==> src/rtl/pc_branch_unit_pkg.sv <==
// rtl/pc_branch_unit_pkg.sv - shared defaults and next-PC select encoding for the fetch PC unit
package pc_branch_unit_pkg;

  localparam int DEFAULT_WIDTH    = 32;
  localparam int DEFAULT_RESET_PC = 0;
  localparam int DEFAULT_RAS_DEPTH = 4;

  localparam logic [2:0] SEL_SEQ  = 3'd0;
  localparam logic [2:0] SEL_BR   = 3'd1;
  localparam logic [2:0] SEL_JMP  = 3'd2;
  localparam logic [2:0] SEL_CALL = 3'd3;
  localparam logic [2:0] SEL_RET  = 3'd4;

endpackage

==> src/rtl/pc_branch_unit_ras.sv <==
// rtl/pc_branch_unit_ras.sv - circular return-address stack with push/pop/swap and sticky flags
module ras_stack #(
  parameter int WIDTH     = 32,
  parameter int RAS_DEPTH = 4
) (
  input  logic                           clk,
  input  logic                           rst,
  input  logic                           en,
  input  logic                           push,
  input  logic                           pop,
  input  logic [WIDTH-1:0]               push_data,
  output logic [WIDTH-1:0]               top_data,
  output logic                           empty,
  output logic [$clog2(RAS_DEPTH+1)-1:0] count,
  output logic                           overflow,
  output logic                           underflow
);

  localparam int PTR_W = $clog2(RAS_DEPTH);
  localparam int CNT_W = $clog2(RAS_DEPTH+1);

  logic [WIDTH-1:0] mem_q [RAS_DEPTH];
  logic [WIDTH-1:0] mem_d [RAS_DEPTH];
  logic [PTR_W-1:0] sp_q, sp_d, top_idx;
  logic [CNT_W-1:0] cnt_q, cnt_d;
  logic             ovf_q, ovf_d, unf_q, unf_d;
  logic             full;

  // sp points at the next free slot; when full it also points at the oldest entry
  assign top_idx  = sp_q - 1'b1;
  assign full     = (cnt_q == CNT_W'(RAS_DEPTH));
  assign empty    = (cnt_q == '0);
  assign top_data = mem_q[top_idx];
  assign count    = cnt_q;
  assign overflow = ovf_q;
  assign underflow = unf_q;

  always_comb begin
    mem_d = mem_q;
    sp_d  = sp_q;
    cnt_d = cnt_q;
    ovf_d = ovf_q;
    unf_d = unf_q;
    if (en) begin
      if (pop && !empty) begin
        if (push) begin
          mem_d[top_idx] = push_data;
        end else begin
          sp_d  = top_idx;
          cnt_d = cnt_q - 1'b1;
        end
      end else begin
        if (pop) unf_d = 1'b1;
        if (push) begin
          mem_d[sp_q] = push_data;
          sp_d        = sp_q + 1'b1;
          if (full) ovf_d = 1'b1;
          else      cnt_d = cnt_q + 1'b1;
        end
      end
    end
  end

  always_ff @(posedge clk or posedge rst) begin
    if (rst) begin
      for (int i = 0; i < RAS_DEPTH; i++) mem_q[i] <= '0;
      sp_q  <= '0;
      cnt_q <= '0;
      ovf_q <= 1'b0;
      unf_q <= 1'b0;
    end else begin
      mem_q <= mem_d;
      sp_q  <= sp_d;
      cnt_q <= cnt_d;
      ovf_q <= ovf_d;
      unf_q <= unf_d;
    end
  end

endmodule

==> src/rtl/pc_branch_unit.sv <==
// rtl/pc_branch_unit.sv - fetch-stage program counter with branch/jump/call/return selection
module pc_branch_unit
  import pc_branch_unit_pkg::*;
#(
  parameter int               WIDTH     = DEFAULT_WIDTH,
  parameter int               RAS_DEPTH = DEFAULT_RAS_DEPTH,
  parameter logic [WIDTH-1:0] RESET_PC  = WIDTH'(DEFAULT_RESET_PC)
) (
  input  logic                           clk,
  input  logic                           reset,
  input  logic                           stall,
  input  logic                           branch_taken,
  input  logic                           jump,
  input  logic                           call,
  input  logic                           ret,
  input  logic [WIDTH-1:0]               sign_imm,
  input  logic [WIDTH-1:0]               jump_target,
  output logic [WIDTH-1:0]               pc,
  output logic [WIDTH-1:0]               pc_plus1,
  output logic [WIDTH-1:0]               pc_branch,
  output logic [$clog2(RAS_DEPTH+1)-1:0] ras_count,
  output logic                           ras_overflow,
  output logic                           ras_underflow
);

  logic [WIDTH-1:0] pc_q, pc_d;
  logic [WIDTH-1:0] ras_top;
  logic             ras_empty;
  logic [2:0]       sel;

  assign pc        = pc_q;
  assign pc_plus1  = pc_q + 1'b1;
  assign pc_branch = pc_plus1 + sign_imm;

  // A ret against an empty stack is dropped so lower-priority requests decide
  always_comb begin
    sel = SEL_SEQ;
    if (ret && !ras_empty) sel = SEL_RET;
    else if (call)         sel = SEL_CALL;
    else if (jump)         sel = SEL_JMP;
    else if (branch_taken) sel = SEL_BR;
  end

  always_comb begin
    pc_d = pc_q;
    if (!stall) begin
      case (sel)
        SEL_RET:           pc_d = ras_top;
        SEL_CALL, SEL_JMP: pc_d = jump_target;
        SEL_BR:            pc_d = pc_branch;
        default:           pc_d = pc_plus1;
      endcase
    end
  end

  always_ff @(posedge clk or posedge reset) begin
    if (reset) pc_q <= RESET_PC;
    else       pc_q <= pc_d;
  end

  ras_stack #(
    .WIDTH    (WIDTH),
    .RAS_DEPTH(RAS_DEPTH)
  ) u_ras (
    .clk      (clk),
    .rst      (reset),
    .en       (!stall),
    .push     (call),
    .pop      (ret),
    .push_data(pc_plus1),
    .top_data (ras_top),
    .empty    (ras_empty),
    .count    (ras_count),
    .overflow (ras_overflow),
    .underflow(ras_underflow)
  );

endmodule

==> config.mk <==
export PLATFORM = sky130hd
export DESIGN_NAME = pc_branch_unit
export DESIGN_NICKNAME = d
export VERILOG_FILES = /design/src/rtl/pc_branch_unit_pkg.sv /design/src/rtl/pc_branch_unit_ras.sv /design/src/rtl/pc_branch_unit.sv
export SDC_FILE = /design/constraint.sdc
export NUM_CORES = 1
export LEC_CHECK = 0
export CORE_MARGIN = 2
export CORE_UTILIZATION = 25
export CTS_BUF_LIST = sky130_fd_sc_hd__clkbuf_16
export DETAILED_ROUTE_END_ITERATION = 8
export PLACE_DENSITY_LB_ADDON = 0.05
export SLEW_MARGIN = 0
export SYNTH_ARGS = -nofsm -noshare
export SYNTH_HDL_FRONTEND = slang
export SYNTH_SLANG_ARGS = --single-unit
==> constraint.sdc <==
create_clock -name clk -period 7 [get_ports clk]
set_clock_uncertainty 0.1 [all_clocks]
set_input_delay 0.7 -clock clk [delete_from_list [all_inputs] [get_ports clk]]
set_output_delay 0.7 -clock clk [all_outputs]
set_load 0.02 [all_outputs]
Yosys cells after proc, flatten, opt, wreduce, memory -nomap -nowiden
Cells that the tools add are included.

Memories kept: 0. Register bits: 167. Input port bits: 71. Memory bits (read-only): 0. RAM bits: 0. Latch bits: 0.

$lt $le $gt $ge: 4. Equality and inequality tests: 7. Divide/modulo/power cells: 0. Bitwise operators: 4. Add/sub/neg operators: 6. $mul: 0. Shift operators: 0. Mux-type cells: 24. Reduce and logical (&&, ||, !) cells: 12.

Operators by type and width (number): $mux W128 (3); $bwmux W128 (2); $demux W32 S2 (2); $mux W32 (4); $pmux W32 S3 (1); $bmux W32 S2 (1); $add A32 B1 Y32 const B (1); $add A32 B32 Y32 (1); $mux W3 (5); $mux W2 (5); $reduce_and A4 Y1 (2); $eq A3 B2 Y1 const B (2); $eq A3 B3 Y1 const B (2); $ge A3 B3 Y1 const B (2); $lt A3 B1 Y1 const B (2); $not A2 Y3 (2); $reduce_and A3 Y1 (2); $ne A2 B2 Y1 const B (2); $add A3 B1 Y3 const B (1); $eq A3 B1 Y1 const B (1); $logic_and A1 B1 Y1 (3); $logic_not A3 Y1 (1); $sub A3 B1 Y3 const B (1); $add A2 B1 Y2 const B (1); 7 further kinds (8).

Logic depth before layout (Yosys ltp)
Gate-level depths: netlist of run 1.

Depth in word-level cells: 9. Mapped depth: 18. Mapped depth without buffers: 16.

Modules after synthesis
From an unflattened synthesis of run 1, not the netlist that was laid out.

Cell total of the unflattened synthesis: 1022. Area total of the unflattened synthesis: 10598.9 µm².

By module, submodules not included: ras_stack (cells each 401, instances 1, area each 5983.2 µm²); pc_branch_unit (cells each 621, instances 1, area each 4615.7 µm²).

Least setup slack after synthesis of run 1
OpenSTA, ideal clock, no wires.

Path kind: reg-to-output. Start: register pc_q[0], in the netlist pc[0]. End: output port pc_branch[31]. Stages on the path, launching flop included: 17. Data required time: 6.200 ns. Buffers on the path: 1. Data arrival time: 4.248 ns. Path slack: 1.952 ns. Cells stage by stage: dfrtp_1 ha_1 nand3_1 nor2_1 and2_1 clkbuf_1 nand2_1 xor2_1 inv_1 ha_1 and3_1 nand3_1 or3_1 nor4_1 or2_2 a211oi_1 xnor2_1.

Longest elaborated chain between the ends: 2.

RTL lines: start, declared (RTL line pc_branch_unit.sv:26) `logic [WIDTH-1:0] pc_q, pc_d;`; start signal, assigned (RTL line pc_branch_unit.sv:58) `else pc_q <= pc_d;`; $add A32 B1 Y32 (RTL line pc_branch_unit.sv:32) `assign pc_plus1 = pc_q + 1'b1;`; net pc_plus1[20] (RTL line pc_branch_unit.sv:19) `output logic [WIDTH-1:0] pc_plus1,`; $add A32 B32 Y32 (RTL line pc_branch_unit.sv:33) `assign pc_branch = pc_plus1 + sign_imm;`; end, declared (RTL line pc_branch_unit.sv:20) `output logic [WIDTH-1:0] pc_branch,`.

The timed path passes the listed nets, and every way through them passes these cells.

Worst setup path after layout of run 1
Start: register pc_q[0], in the netlist pc[0]. End: output port pc_branch[24].

Longest elaborated chain between the ends: 2.

RTL lines (RTL line): $add A32 B1 Y32 (pc_branch_unit.sv:32); $add A32 B32 Y32 (pc_branch_unit.sv:33).

Every way passes these cells.

==> impl_metrics.yaml, run 1 <==
synth:
  synth.distinct_cells: 83
  synth_mux_area_frac: 0.0831
  synthXorXnorAreaFrac: 0.0557
  async_flop_share: 1.00
  synthSimpleGateAreaFrac: 0.146
  syn_avg_cell_area_sq_um: 9.17
  synth_top_family_by_area: "compound AO/OA/AOI/OAI gates"
  synth-compound-area-share: 0.207
  yosysWarnings: 0
  netlist_area_sq_um: 10400
  synth-adder-area-share: 0.0569
  synth-seq-cells: 167
  synth_nets: 1249
  synth_seq_area_share: 0.403
  synth_cells: 1132
  ys_dominant_reg_cell: "dfrtp_1"
  synth_edf_count: 0
die:
  core_sq_um: 40900
  die_h_um: 208
  io_pins: 172
  dieArea_sq_um: 43200
  placementRows: 74
  initial_core_util: 0.254
  die_x_um: 208
grt:
  grt_usage: 0.196
  grt_max_degree: 82
  grt-ovfl-total: 0
  antenna_found_initial: 0
  grt_pass1_wl_um: 63600
  grt_pass1_vias: 9270
sta:
  min_period_ns: 6.41
  setup_slack_ns: 0.585
  finalCritPeriodShare: 0.916
  hold_violations: 0
  finalSetupTns_ns: 0
  grt_setup_unrepaired: "false"
  final_max_slew_viol_count: 0
  worst_pin_slew_ns: 1.03
  setup_violations: 0
  hold_ws_ns: 0.388
  slew-limit-headroom: 0.307
  fmaxAchievable_mhz: 156
setup_path:
  max_stage_delay_ns: 0.65
  cp_top_family: "compound AO/OA/AOI/OAI gates"
  r2r_slack_ns: 2.10
  cp-startpoint: "pc[0]"
  endpoint_kind: "primary output"
  worstSetupEndpoint: "pc_branch[24]"
  cp.depth: 14
  worst-setup-path-type: "register to primary output"
  cp_data_arrival_time_ns: 5.61
  cp_num_buf_inv: 2
  start_kind: "register"
  required_ns: 6.20
  critPathMaxFanout: 8
  crit_path_top_delay_cell: "clkdlybuf4s50_1"
  rr_endpoint: "pc[25]"
  path_cells: "nand4_1 -> or2_2 -> xor2_1 -> inv_1 -> ha_1 -> and2_1 -> a221oi_1 -> a21boi_2 -> a211o_1 -> a32oi_1 -> or2_2 -> nand2_1 -> xor2_1 -> clkdlybuf4s50_1"
  rr_worst_depth: 16
  r2r-start: "pc[0]"
place:
  gp_congestion: 0.886
  dp_slack_ns: 1.09
  io_buffers: 171
  dpl.cell_count: 1791
  postPlaceCellArea_sq_um: 12700
  dpl.hpwl_um: 30500
clock_tree:
  ctsHoldBuffers: 0
  insertion_delay_ns: 0.44
  cts_buffers: 17
  cts-htree-levels: 4
  root_buffer: "clkbuf_16"
  cts_resized: 0
  clockBufferDepth: 2
  cts_tree: "done"
  cts_setup_buffers: 0
  clk_pin_slew_worst_paths_ns: 0.07
  clock-sinks: 167
run_status:
  status: "finished clean"
pwr:
  p_per_area_nw_per_um2: 559
  p_leak_nw: 5.39
  p_total_mw: 7.43
  ir_worst_vdd_mv: 0.258
layout:
  drive_above_1_share: 0.101
  nets: 1395
  fin_cells: 1823
  num_antenna_cells: 0
  postLayoutCoreUtil: 0.325
  area_delta_synth_final_pct: 28.2
  n_fill_cell: 4304
  finish.instance_area_sq_um: 13300
routing:
  drtIter0Drc: 709
  detail_route.wl_per_cell_um: 23.0
  wl_um: 41900
  drc: 0
  dr.pass1.iters: 5
  num_vias: 9076
  ant_nets: 0
  viasPerCell: 4.98
min_path:
  min_path_type: "register to register"
  hp-start: "u_ras.underflow"
run:
  cap_violations: 0
synthesized netlist by cell type, drive strengths merged, types with 7 or more instances:
library cell | instances | area, sq um
a21oi | 189 | 946
dfrtp | 167 | 4180
nor2 | 167 | 629
nand2 | 75 | 282
clkbuf | 56 | 240
inv | 51 | 191
ha | 44 | 551
o21ai | 43 | 215
xnor2 | 39 | 342
mux4 | 32 | 721
xor2 | 27 | 236
a21o | 21 | 161
nor3 | 21 | 120
nand3 | 20 | 100
and3 | 13 | 88.8
buf | 12 | 65.1
nand4 | 11 | 81.3
a31oi | 9 | 56.3
mux2 | 9 | 101
a211oi | 8 | 65.1
a22oi | 8 | 60.1
o221ai | 8 | 70.1
and2 | 7 | 46.3
area by class of cell:
class                           count  area [sq um]  area share
Tap cell                          532           666      0.0500
Timing Repair Buffer              195          1890       0.142
Sequential cell                   167          4180       0.314
Clock inverter                     15           188      0.0141
Inverter                           52           200      0.0150
Multi-Input combinational cell    845          5760       0.433
Clock buffer                       17           425      0.0320
routing by layer:
layer	vias to the layer above	global-route usage	wire length [um]
met4	0	0.0340	331
met2	229	0.304	18800
met3	19	0.0313	1760
met1	4477	0.291	21000
li1	4351	-	-
met5	-	0	0
power breakdown:
part / leakage [nW] / switching (mW) / internal, mW
combinational: 3.18 / 2.62 / 1.98
sequential: 1.90 / 0.378 / 1.45
clock: 0.304 / 0.414 / 0.593
total: 5.39 / 3.41 / 4.02
sequential cells by signal (all words and copies together) (netlist names):
signal and count:
u_ras.overflow 1, u_ras.underflow 1, u_ras.count 3, u_ras.mem_q 128, pc 32, u_ras.sp_q 2
worst min-delay path by stage:
stage / cells after the start / slack [ns] / to
2_1_floorplan: 1 / 0.38 / u_ras.mem_q[65]
3_3_place_gp: 1 / 0.36 / u_ras.overflow
3_5_place_dp: 1 / 0.36 / u_ras.underflow
4_1_cts: 1 / 0.39 / u_ras.underflow
5_1_grt: 1 / 0.42 / u_ras.underflow
6_report: 1 / 0.39 / u_ras.underflow
cell usage in the layout (no fill, tap or decap), types with 4 or more instances in the layout:
| cell | instances |
|---|---|
| a22oi_1 | 8 |
| nand2_1 | 75 |
| a21oi_1 | 185 |
| o21bai_1 | 6 |
| nor2_1 | 164 |
| and2_1 | 6 |
| xor2_1 | 27 |
| clkinv_4 | 4 |
| a211oi_1 | 7 |
| mux2i_1 | 4 |
| clkdlybuf4s50_1 | 170 |
| mux2_2 | 8 |
| nor3_2 | 4 |
| nand4_1 | 9 |
| mux4_2 | 32 |
| nor3_1 | 17 |
| o21ai_1 | 4 |
| o22ai_1 | 6 |
| inv_1 | 51 |
| o221ai_1 | 8 |
| bufinv_16 | 4 |
| xnor2_1 | 39 |
| clkbuf_16 | 17 |
| nand3_1 | 20 |
| a21oi_4 | 4 |
| ha_1 | 44 |
| nand3b_1 | 4 |
| o211ai_1 | 5 |
| a21o_1 | 18 |
| and3_1 | 10 |
| a221oi_1 | 5 |
| dfrtp_1 | 166 |
| o21ai_0 | 39 |
| nor2b_1 | 4 |
| or2_2 | 4 |
| buf_4 | 24 |
| a31oi_1 | 9 |
cells by family after synthesis:
logic type	Yosys count
AO/OA/AOI/OAI	350
XOR/XNOR	66
adder cells (fa/ha/maj)	46
buffers and inverters	120
flip-flops	167
multiplexers	45
AND/OR/NAND/NOR	338
worst reg2reg max path, delay by kind of cell, from the launching register on:
kind	cells	cell delay (ns)
xor+xnor	2	0.75
simple gates	4	0.56
buf+inv	2	0.35
flops	1	0.51
fa+ha+maj	2	0.63
compound gates	6	1.93
Note: power is estimated with default switching activity, not from simulation.
==> run 2: changes to the inputs <==
--- a/config.mk
+++ b/config.mk
@@ -5,9 +5,10 @@
 export SDC_FILE = /design/constraint.sdc
 export NUM_CORES = 1
 export LEC_CHECK = 0
+export ABC_AREA = 1
 export CORE_MARGIN = 2
 export CORE_UTILIZATION = 25
-export CTS_BUF_LIST = sky130_fd_sc_hd__clkbuf_16
+export CTS_BUF_LIST = sky130_fd_sc_hd__clkbuf_2
 export DETAILED_ROUTE_END_ITERATION = 8
 export PLACE_DENSITY_LB_ADDON = 0.05
 export SLEW_MARGIN = 0
==> run 2 against run 1 <==
- sequential power shrank 3%
- wire length increased by 19%
- global-route usage increased by 1.6 points
- worst hold slack got worse by 0.20 ns
- combinational power rose by 3%
- non-clock buffer count is 2 lower
- core utilization shrank 1.4 points
- cell area rose by 5.8%
- critical endpoint is now pc_branch[27]
- largest cell class unchanged
- largest power group unchanged
- highest routed layer unchanged
==> impl_metrics.yaml, run 2 <==
routing:
  detail_route.wl_per_cell_um: 20.4
  drc: 0
  num_vias: 11400
  viasPerCell: 4.67
  drtIter0Drc: 795
  wl_um: 49700
  ant_nets: 0
  dr.pass1.iters: 4
synth:
  syn_avg_cell_area_sq_um: 6.79
  synth.distinct_cells: 54
  synth_area_leader_cell: "dfrtp_1"
  netlist_area_sq_um: 11400
  synth_most_common_cell: "nand2_1"
  ys_dominant_reg_cell: "dfrtp_1"
  synth-seq-cells: 167
  yosysWarnings: 0
  yosysTopAreaCellShare: 0.366
  async_flop_share: 1.00
  synth_seq_area_share: 0.366
  synth_edf_count: 0
  synth_commonest_cells: "nand2_1, inv_1, dfrtp_1"
  synth_cells: 1679
  ys_top_cells_by_area: "dfrtp_1, nand2_1, inv_1, o21ai_0, ha_1"
  synth_nets: 1796
sta:
  finalCritPeriodShare: 0.861
  finalSetupTns_ns: 0
  setup_violations: 0
  fmaxAchievable_mhz: 166
  final_max_slew_viol_count: 0
  slew-limit-headroom: 0.359
  worst_pin_slew_ns: 0.958
  hold_violations: 0
  min_period_ns: 6.03
  grt_setup_unrepaired: "false"
grt:
  grt_pass1_wl_um: 73900
  grt_usage: 0.212
  grt_max_degree: 70
  grt_pass1_vias: 11000
  grt-ovfl-total: 0
  antenna_found_initial: 1
clock_tree:
  cts_resized: 0
  cts_setup_buffers: 0
  clock-sinks: 167
  clockBufferDepth: 2
  root_buffer: "clkbuf_2"
  ctsHoldBuffers: 0
  cts_tree: "done"
  cts_buffers: 17
  insertion_delay_ns: 0.83
  cts-htree-levels: 4
  clk_pin_slew_worst_paths_ns: 0.28
pwr:
  ir_worst_vdd_mv: 0.241
  p_seq_frac: 0.247
  pwr-share-clk: 0.089
  p_per_area_nw_per_um2: 508
  p_leak_nw: 6.93
  power_switching_mw: 3.82
  comb_power_share: 0.665
  switching_share: 0.534
  power.internal_mw: 3.33
setup_path:
  r2r-start: "pc[0]"
  start_kind: "register"
  cp-startpoint: "pc[0]"
  required_ns: 6.20
  worst-setup-path-type: "register to primary output"
  endpoint_kind: "primary output"
  critPathMaxFanout: 8
  cp_data_arrival_time_ns: 5.23
  rr_worst_depth: 21
  r2r_slack_ns: 2.84
place:
  io_buffers: 171
  dpl.hpwl_um: 36800
  gp_congestion: 0.850
layout:
  postLayoutCoreUtil: 0.311
  nets: 1943
  area_delta_synth_final_pct: 23.4
  final_common_cell: "nand2_1"
  final_cell_mix: "nand2_1, inv_1, clkdlybuf4s50_1"
  top_register: "u_ras.mem_q"
  largest_reg_flops: 128
  drive_above_1_share: 0.0587
run_status:
  status: "finished clean"
die:
  placementRows: 78
  dieArea_sq_um: 47300
  die_x_um: 218
  core_sq_um: 45200
  io_pins: 172
  initial_core_util: 0.252
  die_h_um: 218
min_path:
  min_path_type: "input port to async pin"
run:
  cap_violations: 0
==> run 2: cell count changes in the layout (fill, tap and decap cells not counted), sizes merged, moves of 11 or more <==
cell   delta
o21ai   +108
nor3     -13
a21oi   -128
xnor2    -33
nand3    +58
nand2   +583
mux4     -32
nor2     -63
and3     -11
a21o     -18
inv     +141
==> run 2: area by class of cell <==
type | count | area, sq um
Fill cell | 4979 | 31100
Multi-Input combinational cell | 1255 | 6250
Sequential cell | 167 | 4180
Timing Repair Buffer | 193 | 1880
Tap cell | 600 | 751
Inverter | 192 | 726
Clock inverter | 15 | 199
Clock buffer | 17 | 85.1
Antenna cell | 1 | 2.50
==> run 2: metal layers <==
layer  global-route usage  part of all wire  vias up  wire length [um]
li1                     -                 -     5635                 -
met1                0.299              0.49     5489             24300
met2                0.343              0.46      240             22800
met3               0.0371             0.045       20              2210
met4               0.0342            0.0084        0               417
met5                    0                 0        -                 0
==> run 2: power groups by stage <==
stage	Combinational, mW	Sequential (mW)	Clock, mW
after floorplan	2.70	1.79	0
after global placement	4.80	1.77	0
after detailed placement	4.77	1.78	0
after CTS	4.80	1.76	0.657
after global routing	5.23	1.82	0.695
final	4.75	1.76	0.633
==> run 2: cells by family after synthesis <==
logic type / Yosys count / share of synthesized area
adders and majority gates: 46 / 0.0518
xor gates and xnor gates: 38 / 0.0318
muxes: 1 / 0.000987
buffers and inverters: 257 / 0.0873
DFF: 167 / 0.366
and+or+nand+nor: 895 / 0.327
AOI/OAI and AO/OA: 275 / 0.135
==> run 2: path summary, 6_finish.rpt <==
| check | end |
|---|---|
| max | pc_branch[27] |
| min | u_ras.mem_q[45] |
| max reg2reg | pc[26] |
| min reg2reg | u_ras.overflow |
| max in group asynchronous | pc[14] |
| min in group clk | u_ras.overflow |
==> run 2: through the flow <==
stage                     setup slack (ns)  hold slack (ns)  area, sq um  cells  total power [mW]
after floorplan                       1.68            0.344        11400   1679              4.48
after global placement                1.92            0.356        13800   2407              6.57
after detailed placement              1.91            0.350        13800   2407              6.55
after CTS                            0.873            0.114        14100   2439              7.22
after global routing                 0.593            0.115        14100   2440              7.75
final                                0.972            0.184        14100   2440              7.15
==> run 2: worst max-delay path: stages (launching register included) <==
cell and delay, ns:
dfrtp_1 0.59, inv_2 0.17, nor2_4 0.19, nand2_1 0.09
nor3_1 0.34, nand3_1 0.23, xor2_1 0.51, inv_1 0.17
ha_1 0.38, nand2_1 0.16, inv_1 0.05, nand2_1 0.06
nand2_1 0.08, a21oi_1 0.28, nor2_1 0.07, nor2_1 0.13
nand2_1 0.07, nand2_1 0.07, and2_1 0.15, clkdlybuf4s50_1 0.61
